--- src/rtl/control_sequencer.sv ---
// control_sequencer: hardwired control unit for data_path.
// Runs instruction fetch (T0-T2), then decodes IR[31:27] in T3 and sequences
// the execute steps for 3-register ALU, neg/not, mul/div, nop and halt.
// Build option: define SINGLE_STEP_EN to add the Step input and a WAIT_S
// state that gates every entry into T0 on Step=1.
//
// state   | meaning
// --------+--------------------------------------------------------------
// RESET_S | held while clear is high; leaves to T0 on the first edge
// T0      | PC to MAR, Z <= PC+1
// T1      | PC <= Z, MDR <= mem[MAR]
// T2      | IR <= MDR
// T3      | decode; first execute step
// T4      | second operand / ALU operation
// T5      | write low result (Rin[Ra] or LO)
// T6      | write high result to HI (mul/div only)
// HALT    | stopped; only clear leaves
// WAIT_S  | single-step hold before T0 (SINGLE_STEP_EN only)

module control_sequencer #(
  parameter logic [4:0] NOP_OPCODE  = 5'b11010,
  parameter logic [4:0] HALT_OPCODE = 5'b11011
) (
  input  logic        Clock,
  input  logic        clear,
`ifdef SINGLE_STEP_EN
  input  logic        Step,
`endif
  input  logic [31:0] IR,
  output logic        Run,
  output logic        Illegal,
  output logic        PCout,
  output logic        MDRout,
  output logic        Zhighout,
  output logic        Zlowout,
  output logic        PCin,
  output logic        MARin,
  output logic        MDRin,
  output logic        IRin,
  output logic        Yin,
  output logic        HIin,
  output logic        LOin,
  output logic        ZHighin,
  output logic        Zlowin,
  output logic        IncPC,
  output logic        Read,
  output logic [15:0] Rout,
  output logic [15:0] Rin,
  output logic [4:0]  op
);

  typedef enum logic [3:0] {
    RESET_S,
    T0,
    T1,
    T2,
    T3,
    T4,
    T5,
    T6,
    HALT
`ifdef SINGLE_STEP_EN
    ,
    WAIT_S
`endif
  } state_t;

  state_t state;
  state_t next_state;
  state_t after_last;

  logic [4:0] opc;
  logic [3:0] ra;
  logic [3:0] rb;
  logic [3:0] rc;
  logic       is_halt;
  logic       is_nop;
  logic       is_alu;
  logic       is_neg;
  logic       is_md;
  logic       unused_ir;

  function automatic logic [15:0] onehot(input logic [3:0] idx);
    onehot = 16'h0001 << idx;
  endfunction

  assign opc       = IR[31:27];
  assign ra        = IR[26:23];
  assign rb        = IR[22:19];
  assign rc        = IR[18:15];
  assign unused_ir = ^IR[14:0];

  // NOP/HALT are matched first so an overridden opcode value still wins.
  assign is_halt = (opc == HALT_OPCODE);
  assign is_nop  = (opc == NOP_OPCODE) && !is_halt;
  assign is_alu  = (opc <= 5'd8) && !is_halt && !is_nop;
  assign is_neg  = ((opc == 5'd9) || (opc == 5'd10)) && !is_halt && !is_nop;
  assign is_md   = ((opc == 5'd11) || (opc == 5'd12)) && !is_halt && !is_nop;

  // Where the sequencer goes once an instruction (or reset) is finished.
`ifdef SINGLE_STEP_EN
  assign after_last = Step ? T0 : WAIT_S;
`else
  assign after_last = T0;
`endif

  // State register; clear drops straight into RESET_S, mid-instruction included.
  always_ff @(posedge Clock or posedge clear) begin
    if (clear) state <= RESET_S;
    else       state <= next_state;
  end

  // Next-state and strobe decode from the current state and IR.
  always_comb begin
    next_state = state;
    Run      = 1'b1;
    Illegal  = 1'b0;
    PCout    = 1'b0;
    MDRout   = 1'b0;
    Zhighout = 1'b0;
    Zlowout  = 1'b0;
    PCin     = 1'b0;
    MARin    = 1'b0;
    MDRin    = 1'b0;
    IRin     = 1'b0;
    Yin      = 1'b0;
    HIin     = 1'b0;
    LOin     = 1'b0;
    ZHighin  = 1'b0;
    Zlowin   = 1'b0;
    IncPC    = 1'b0;
    Read     = 1'b0;
    Rout     = 16'h0000;
    Rin      = 16'h0000;
    op       = 5'd0;
    unique case (state)
      RESET_S: begin
        Run        = 1'b0;
        next_state = after_last;
      end
      T0: begin
        PCout      = 1'b1;
        MARin      = 1'b1;
        IncPC      = 1'b1;
        Zlowin     = 1'b1;
        next_state = T1;
      end
      T1: begin
        Zlowout    = 1'b1;
        PCin       = 1'b1;
        Read       = 1'b1;
        MDRin      = 1'b1;
        next_state = T2;
      end
      T2: begin
        MDRout     = 1'b1;
        IRin       = 1'b1;
        next_state = T3;
      end
      T3: begin
        if (is_halt) begin
          next_state = HALT;
        end else if (is_alu) begin
          Rout       = onehot(rb);
          Yin        = 1'b1;
          next_state = T4;
        end else if (is_neg) begin
          Rout       = onehot(rb);
          op         = opc;
          ZHighin    = 1'b1;
          Zlowin     = 1'b1;
          next_state = T5;
        end else if (is_md) begin
          Rout       = onehot(ra);
          Yin        = 1'b1;
          next_state = T4;
        end else begin
          // nop, and undefined opcodes treated as nop
          Illegal    = !is_nop;
          next_state = after_last;
        end
      end
      T4: begin
        Rout       = is_md ? onehot(rb) : onehot(rc);
        op         = opc;
        ZHighin    = 1'b1;
        Zlowin     = 1'b1;
        next_state = T5;
      end
      T5: begin
        Zlowout = 1'b1;
        if (is_md) begin
          LOin       = 1'b1;
          next_state = T6;
        end else begin
          Rin        = onehot(ra);
          next_state = after_last;
        end
      end
      T6: begin
        Zhighout   = 1'b1;
        HIin       = 1'b1;
        next_state = after_last;
      end
      HALT: begin
        Run        = 1'b0;
        next_state = HALT;
      end
`ifdef SINGLE_STEP_EN
      WAIT_S: begin
        next_state = after_last;
      end
`endif
      default: begin
        Run        = 1'b0;
        next_state = RESET_S;
      end
    endcase
  end

endmodule

--- config.mk ---
export PLATFORM = sky130hd
export DESIGN_NAME = control_sequencer
export DESIGN_NICKNAME = d
export VERILOG_FILES = /design/src/rtl/control_sequencer.sv
export SDC_FILE = /design/constraint.sdc
export NUM_CORES = 1
export LEC_CHECK = 0
export CORE_MARGIN = 2
export CORE_UTILIZATION = 65
export CTS_BUF_LIST = sky130_fd_sc_hd__clkbuf_4 sky130_fd_sc_hd__clkbuf_8
export DETAILED_ROUTE_END_ITERATION = 8
export DONT_BUFFER_PORTS = 1
export PLACE_DENSITY = 0.87
export RECOVER_POWER = 100
export SETUP_SLACK_MARGIN = 0.15
export SYNTH_ARGS = -nofsm -noshare
export SYNTH_HDL_FRONTEND = slang
export SYNTH_SLANG_ARGS = --single-unit
--- constraint.sdc ---
create_clock -name Clock -period 5.7 [get_ports Clock]
set_input_delay 1.14 -clock Clock [delete_from_list [all_inputs] [get_ports Clock]]
set_output_delay 1.14 -clock Clock [all_outputs]
set_load 0.005 [all_outputs]
==> metrics, run 1 <==
Synth async-reset ratio=100%; RePlAce Congestion=0.887; Num CTS Buffers=3; Post-DP HPWL=2960 µm; core area=1980 µm²; DIE HEIGHT=50.0 µm; pre-CTS setup slack=2100 ps; hold path cells=1; critical path type=in2out; met3 WL=335 µm; CP startpoint kind=input pin; multi-input combinational cell area=1100 µm²; reg2reg path depth=4; post-route cell area=1280 µm²; fin crit period=4250 ps; clk root buf=clkbuf_4; total setup buffers inserted after CTS=0; layout cell share with drive strength beyond 1=4.15%; DR iter-0 viols=110; initial antenna violation count=0; DIE AREA=2500 µm²; Ys Warns=0; Top reg by flops=state; vias in the first global route=1,380; Total GRT Usage=31.2%; CTS tree=done; io pins=88; PD cells=181 nW/µm²; fill count=187; top post-synthesis cells by count=24 x nor2_1, 19 x nand3_1, 16 x a31oi_1; hold buffers post-CTS=0; clock sink total=4; Reg area=100 µm²; Syn Inst Count=213; Critical Path AT=3110 ps; wire per inst=17.9 µm; number of flip-flops in the largest register=4; # diodes=0; Slew Viols, Final=0; # DRC=0; Die Wd=50.0 µm; Yosys reg bits=4; row count=16; Total Wirelength=3940 µm; DR top layer=met4; Fmax achieved=0.236 GHz; Clock Latency Late Sink=240 ps; total grt overflow=0; Final period util=74.5%; setup_tns=0 ps; Post-synth EDFFs=0; Crit. End Element=primary output; PortBufs=0; Area Overhead vs Synth=-7.10%; synth top area cells=a31oi_1 7.3%, dfrtp_1 7.3%, nand3_1 6.9%; DR WL met2=1910 µm; outcome=finished, final reports clean; Largest regs=state (4); maxcap violations=0; Cell variety after synth=43; mean area per synthesized cell=6.45 µm²; most numerous cell in the Yosys netlist=nor2_1; Worst Clk Skew=7.61 ps; Yosys top cell by area=a31oi_1; Fin. Hold Viols=0; fin nets=229; DRT Pass-1 Iters=5; clk slew on worst S/H paths=40 ps; Seq/Total Area, Yosys=7.29%; CP max FO=37; Relative slew margins=15.3%; post-synth net total=247; Peak VDD IR=0.143 mV; worst-margin pin slew=1270 ps; worst setup margin=1450 ps; post-cts gate resize count=0; H-tree levels=1; final setup vio count=0; share of the synthesized area in the top cell type=7.29%; DR vias=1,634; CTS max path bufs=2; remaining antenna violation count=0; Initial Util=69.3%; DR vias/cell=7.43; largest net degree at the start of global routing=38; first-pass GRT wire length=6270 µm; RSZ-0062 raised after global routing=no; leakage=0.333 nW; Synth Flop Type=dfrtp_1; Post-Route M1 WL=1620 µm; hold crit path type=reg2reg; Worst EP required=4560 ps; Post-DP Area=1280 µm²; synthesized cell area=1370 µm²
==> metrics by stage <==
step           util, %  cells  hold slack (ps)  total power [mW]
2_1_floorplan        -    213              512             0.215
3_3_place_gp      64.8    217              556             0.196
3_5_place_dp      64.8    217              571             0.201
4_1_cts           65.9    220              585             0.238
5_1_grt           64.4    220              638             0.252
6_report          64.4    220              590             0.231
==> final timing paths <==
check                              start       end  slack [ps]
max in group asynchronous          clear  state[3]        4880
worst min register to register  state[0]  state[3]         590
worst min-delay path            state[0]  state[3]         590
min in group asynchronous          clear  state[0]         660
worst max-delay path              IR[27]    Rin[2]        1450
worst max register to register  state[1]  state[1]        3420
==> per-layer routing <==
layer	vias up	global-route usage [%]
met5	-	0
met3	8	0.909
li1	778	-
met2	104	52.0
met1	744	42.1
met4	0	13.0
==> power breakdown <==
part	switching, mW	internal [mW]	leakage, nW	total [mW]
logic	0.0898	0.0451	0.268	0.135
clock network	0.0123	0.0236	0.0138	0.0358
registers	0.0210	0.0391	0.0508	0.0601
total	0.123	0.108	0.333	0.231
==> placed cells by master, fill, tap and decap left out, types with 4 or more instances in the layout <==
cell type  count
nand2b_1       8
a211oi_1      12
dfrtp_1        4
a2111oi_0      4
nand4_1        4
and2_1         5
a31oi_1       16
nand3_1       19
nand2_1       12
o221ai_1       6
nor3_1         9
nor2_1        24
o211ai_1      11
nor3b_1        4
nor2b_1        8
or3_1         10
==> area by class of cell <==
class	count	area share [%]
multi-input combinational	182	86.6
sequential	4	7.84
tap	27	2.65
clock buffer	3	1.76
inverter	3	0.882
timing repair buffer	1	0.294
==> critical path, cell delays in order <==
cell and delay (ps):
and3b_1 190, o21ai_0 160, clkbuf_1 950, nand3_1 350, nor3_1 320
==> logic make-up (layout without fill, tap and decap cells) <==
family | Yosys count | after routing | share of synthesized area, %
buffers and inverters | 27 | 7 | 10.4
xor gates and xnor gates | 2 | 2 | 1.28
DFF | 4 | 4 | 7.29
AOI/OAI and AO/OA | 59 | 59 | 32.3
and+or+nand+nor | 121 | 121 | 48.7
No activity file was read; power rests on OpenSTA's default activity.
==> inputs of run 2 (changes only) <==
--- a/config.mk
+++ b/config.mk
@@ -6,11 +6,11 @@
 export NUM_CORES = 1
 export LEC_CHECK = 0
 export CORE_MARGIN = 2
-export CORE_UTILIZATION = 65
+export CORE_UTILIZATION = 60
 export CTS_BUF_LIST = sky130_fd_sc_hd__clkbuf_4 sky130_fd_sc_hd__clkbuf_8
 export DETAILED_ROUTE_END_ITERATION = 8
 export DONT_BUFFER_PORTS = 1
-export PLACE_DENSITY = 0.87
+export PLACE_DENSITY = 0.85
 export RECOVER_POWER = 100
 export SETUP_SLACK_MARGIN = 0.15
 export SYNTH_ARGS = -nofsm -noshare
==> constraint.sdc (replaced) <==
create_clock -name Clock -period 3.5 [get_ports Clock]
set_input_delay 0.7 -clock Clock [delete_from_list [all_inputs] [get_ports Clock]]
set_output_delay 0.7 -clock Clock [all_outputs]
set_load 0.005 [all_outputs]
==> run 2 against run 1 <==
  * Via count decreased by 3.0%
  * Die area grew 7.6%
  * Critical path type unchanged
  * Total power up 61%
  * Global-route usage down 3.9 points
  * Critical path depth stayed put
  * Worst hold slack worse by 350 ps
  * Non-clock buffer count rose by 1
  * Largest cell class unchanged
  * Routed wire length down 2.3%
  * Largest power group unchanged
==> metrics, run 2 (synthesized netlist as in run 1, its figures left out) <==
outcome=finished, final reports clean; io pins=88 (unchanged); DIE HEIGHT=51.9 µm (+3.8%); Buf/Inv on CP=1 (unchanged); Peak VDD IR=0.296 mV (+110%); Worst Clk Skew=0.165 ps (-7.44 ps); Slew Viols, Final=0 (unchanged); Relative slew margins=47.6% (+32 points); Worst EP required=2800 ps (-1760 ps); worst-margin pin slew=776 ps (-495 ps); Final period util=87.1%; DRT Pass-1 Iters=5 (unchanged); CP Cell Sequence=and3b_1 > o21ai_0 > clkbuf_1 > nand3_1 > nor3_1; Fmax achieved=0.328 GHz; post-cts gate resize count=0 (unchanged); RSZ-0062 raised after global routing=no; commonest non-fill, non-tap cell in the layout=nor2_1; Area Overhead vs Synth=-6.47%; initial antenna violation count=0 (unchanged); Initial Util=62.7% (-6.6 points); CTS tree=done; Total Wirelength=3850 µm (-2.3%); H-tree levels=1 (unchanged); hold crit path type=in2async; # DRC=0 (unchanged); Total GRT Usage=27.3% (-3.9 points); Top reg by flops=state; first-pass GRT wire length=5820 µm (-7.2%); final setup vio count=0 (unchanged); layout cell share with drive strength beyond 1=4.64% (+0.49 points); Power, Total=0.371 mW (+61%); row count=17 (+1); CP max FO=23 (-38%); DR vias/cell=7.14 (-3.9%); Critical Path AT=2350 ps (-760 ps); DR vias=1,585 (-3.0%); Crit. End Element=primary output; clock sink total=4 (unchanged); Critical Path Max Stage Delay=630 ps (-320 ps); final hold slack=237 ps (-353 ps); PD cells=288 nW/µm² (+59%); maxcap violations=0 (unchanged); Largest regs=state (4); total grt overflow=0 (unchanged); Clock Latency Late Sink=230 ps (about the same); leakage=0.336 nW (+1.1%); CTS max path bufs=2 (unchanged); post-route cell area=1280 µm² (+0.69%); fin nets=230 (+0.44%); Sw Ratio=52.6% (-0.68 points); Post-DP HPWL=2850 µm (-3.7%); critical path type=in2out; fin crit period=3050 ps; hold buffers post-CTS=0 (unchanged); largest net degree at the start of global routing=25 (-34%); Clock power frac=14.9% (-0.6 points); wire per inst=17.3 µm (-3.2%); CP startpoint kind=input pin; number of flip-flops in the largest register=4 (unchanged); commonest cells after routing, fill and taps aside=24 x nor2_1, 19 x nand3_1, 16 x a31oi_1; Die Wd=51.9 µm (+3.8%); Num CTS Buffers=3 (unchanged); combinational power share=58.0% (-0.4 points); clk slew on worst S/H paths=40 ps (about the same); core area=2190 µm² (+11%); total setup buffers inserted after CTS=0 (unchanged); RePlAce Congestion=0.890 (+0.30%); PortBufs=0 (unchanged); remaining antenna violation count=0 (unchanged); slowest cell on the critical path=clkbuf_1; sequential power share=27.0% (+0.9 points); DIE AREA=2690 µm² (+7.6%); DR iter-0 viols=88 (-20%); clk root buf=clkbuf_4; vias in the first global route=1,293 (-6.3%); Sw Pwr=0.195 mW (+59%); Internal=0.176 mW (+63%); Post-DP Area=1290 µm² (+0.68%); Top delay family on crit path=simple AND/OR/NAND/NOR gates; setup_tns=0 ps (unchanged); Fin. Hold Viols=0 (unchanged); # diodes=0 (unchanged)
==> run 2: changes by cell type in the layout (fill, tap and decap cells not counted), sizes merged <==
cell  previous run  this run
buf              0         1
==> run 2: routing by layer <==
metal | vias to the layer above | wire (µm) | GRT usage, %
met5 | - | 0 | 0
met4 | 0 | 27 | 6.14
met3 | 4 | 421 | 5.75
met2 | 112 | 1850 | 44.9
met1 | 693 | 1560 | 36.2
li1 | 776 | - | -
==> run 2: layout make-up <==
cell class	instances	area [µm²]
sequential	4	100
fill	233	906
multi-input combinational	182	1100
inverter	3	11.3
clock buffer	3	22.5
tap	28	35.0
timing repair buffer	2	11.3
==> run 2: power by group through the flow <==
stage	combinational [mW]	clock (mW)	sequential (mW)
finish	0.215	0.0553	0.100
global route	0.247	0.0617	0.103
CTS	0.227	0.0559	0.101
detailed placement	0.226	0	0.101
global placement	0.223	0	0.101
floorplan	0.274	0	0.0755
==> run 2: metrics by stage <==
stage	util, %	std cells	worst slack [ps]
final	58.7	222	452
after detailed placement	59.0	219	737
after global routing	58.7	222	285
after global placement	59.0	219	772
after floorplan	-	213	823
after CTS	60.0	222	581
==> run 2: worst paths after layout <==
kind,slack (ps),cells after the start,from,to
worst min register to register,600,1,state[0],state[3]
min in group Clock,600,1,state[0],state[3]
worst min-delay path,240,1,clear,state[3]
max in group asynchronous,3120,1,clear,state[0]
worst max register to register,1250,4,state[1],state[1]
worst max-delay path,450,5,IR[27],Rin[3]
==> run 2: worst reg2reg max path, stage by stage, from the launching register on <==
cell and delay (ps):
dfrtp_1 450, or4b_1 610, o41ai_1 760, or2_0 250, or3_1 120
==> inputs of run 3 (changes only) <==
--- a/config.mk
+++ b/config.mk
@@ -5,8 +5,10 @@
 export SDC_FILE = /design/constraint.sdc
 export NUM_CORES = 1
 export LEC_CHECK = 0
+export CELL_PAD_IN_SITES_DETAIL_PLACEMENT = 1
+export CELL_PAD_IN_SITES_GLOBAL_PLACEMENT = 1
 export CORE_MARGIN = 2
-export CORE_UTILIZATION = 60
+export CORE_UTILIZATION = 39
 export CTS_BUF_LIST = sky130_fd_sc_hd__clkbuf_4 sky130_fd_sc_hd__clkbuf_8
 export DETAILED_ROUTE_END_ITERATION = 8
 export DONT_BUFFER_PORTS = 1
==> constraint.sdc (replaced) <==
create_clock -name Clock -period 3.5 [get_ports Clock]
set_input_delay 0.525 -clock Clock [delete_from_list [all_inputs] [get_ports Clock]]
set_output_delay 0.525 -clock Clock [all_outputs]
set_load 0.005 [all_outputs]
==> run 3 against run 2 <==
  * Sequential share of layout area down 0.14 points
  * Die area increased by 49%
  * Design area increased by 1.9%
  * Critical endpoint is now op[0]
  * Global-route usage shrank 5.1 points
==> metrics, run 3 (synthesized netlist as in run 1, its figures left out) <==
outcome=finished, final reports clean; Initial Util=40.8% (-22 points); layout cell share with drive strength beyond 1=4.64% (unchanged); Slew Viols, Final=0 (unchanged); DIE HEIGHT=63.4 µm (+22%); total setup buffers inserted after CTS=0 (unchanged); CP startpoint kind=flip-flop; largest net degree at the start of global routing=28 (+12%); Num CTS Buffers=3 (unchanged); row count=21 (+4); Sw Pwr=0.205 mW (+5.3%); Final period util=82.4% (-4.6 points); commonest non-fill, non-tap cell in the layout=nor2_1; Clock power frac=14.5% (-0.4 points); H-tree levels=1 (unchanged); RSZ-0062 raised after global routing=no; DR vias=1,597 (+0.76%); leakage=0.337 nW (+0.16%); DR iter-0 viols=102 (+16%); remaining antenna violation count=0 (unchanged); Fmax achieved=0.347 GHz (+5.6%); Buf/Inv on CP=0 (-1); hold buffers post-CTS=0 (unchanged); post-cts gate resize count=0 (unchanged); fin crit period=2890 ps (-162 ps); CP max FO=9 (-61%); DR vias/cell=6.65 (-6.8%); Area Overhead vs Synth=-4.74%; worst-margin pin slew=913 ps (+137 ps); Top reg by flops=state; DRT Pass-1 Iters=4 (-1); Fin. Hold Viols=0 (unchanged); Critical Path AT=2360 ps (about the same); Power, Total=0.384 mW (+3.6%); DIE AREA=4010 µm² (+49%); hold crit path type=in2async; CTS tree=done; maxcap violations=0 (unchanged); clk root buf=clkbuf_4; wire per inst=19.5 µm (+12%); final setup vio count=0 (unchanged); Total Wirelength=4670 µm (+21%); fin nets=230 (unchanged); PD cells=294 nW/µm² (+1.8%); setup_tns=0 ps (unchanged); reg2reg path depth=4 (unchanged); io pins=88 (unchanged); Top delay family on crit path=simple AND/OR/NAND/NOR gates; # diodes=0 (unchanged); Worst EP required=2970 ps (+170 ps); # DRC=0 (unchanged); Largest regs=state (4); PortBufs=0 (unchanged); worst setup margin=615 ps (+162 ps); pre-CTS setup slack=931 ps (+194 ps); vias in the first global route=1,496 (+16%); sequential power share=26.6% (-0.4 points); Post-DP HPWL=3550 µm (+25%); clock sink total=4 (unchanged); commonest cells after routing, fill and taps aside=24 x nor2_1, 19 x nand3_1, 16 x a31oi_1; Crit. End Element=primary output; CTS max path bufs=2 (unchanged); Internal=0.179 mW (+1.8%); core area=3360 µm² (+54%); Total GRT Usage=22.2% (-5.1 points); Relative slew margins=39.1% (-8.5 points); initial antenna violation count=0 (unchanged); number of flip-flops in the largest register=4 (unchanged); total grt overflow=0 (unchanged); Peak VDD IR=0.102 mV (-65%); RePlAce Congestion=0.897 (+0.75%); Clock Latency Late Sink=230 ps (about the same); combinational power share=58.9% (+0.9 points); Sw Ratio=53.5% (+0.86 points); first-pass GRT wire length=7360 µm (+26%); slowest cell on the critical path=o41ai_1; CP Cell Sequence=or4b_1 > o41ai_1 > and2_2; critical path type=reg2out; r2r setup slk=1210 ps (-40 ps); WP depth=3 (-2); Critical Path Max Stage Delay=770 ps (+140 ps); Worst Clk Skew=2.25 ps (+2.08 ps); clk slew on worst S/H paths=40 ps (about the same); Die Wd=63.4 µm (+22%)
-- run 3: cell counts in the layout (fill, tap and decap cells not counted) --
No cell type changed its count.
-- run 3: power groups by stage --
stage | Combinational [mW] | Clock (mW) | Sequential (mW)
2_1_floorplan | 0.274 | 0 | 0.0755
5_1_grt | 0.253 | 0.0604 | 0.108
4_1_cts | 0.241 | 0.0591 | 0.103
6_report | 0.226 | 0.0557 | 0.102
3_5_place_dp | 0.240 | 0 | 0.103
3_3_place_gp | 0.233 | 0 | 0.101
-- run 3: area by class of cell --
class                      instances  area (µm²)
tap                               46        57.6
clock buffer                       3        22.5
sequential                         4         100
timing repair buffer               2        11.3
fill                             465        2050
inverter                           3        11.3
multi-input combinational        182        1110
-- run 3: final timing paths --
kind | endpoint | start
worst min register to register | state[3] | state[0]
worst min-delay path | state[1] | clear
min in group Clock | state[3] | state[0]
worst max-delay path | op[0] | state[1]
max in group asynchronous | state[3] | clear
worst max register to register | state[1] | state[1]
-- run 3: stage by stage --
step	std cells	cell area, µm²	hold slack (ps)	util (%)
6_report	240	1310	57.5	38.9
5_1_grt	240	1310	57.0	38.9
4_1_cts	240	1340	50.6	39.8
3_5_place_dp	237	1320	301	39.1
3_3_place_gp	237	1320	300	39.1
2_1_floorplan	213	1370	291	-
-- run 3: worst register-to-register path: stages, from the launching register on --
cell	delay, ps
dfrtp_1	460
or4b_1	620
o41ai_1	770
or2_0	260
or3_1	130
-- run 3: routing by layer --
metal	GRT usage, %	vias up	wire, µm
met2	36.4	64	2250
met4	5.43	0	55
met5	0	-	0
li1	-	771	-
met1	29.7	754	2070
met3	4.29	8	285
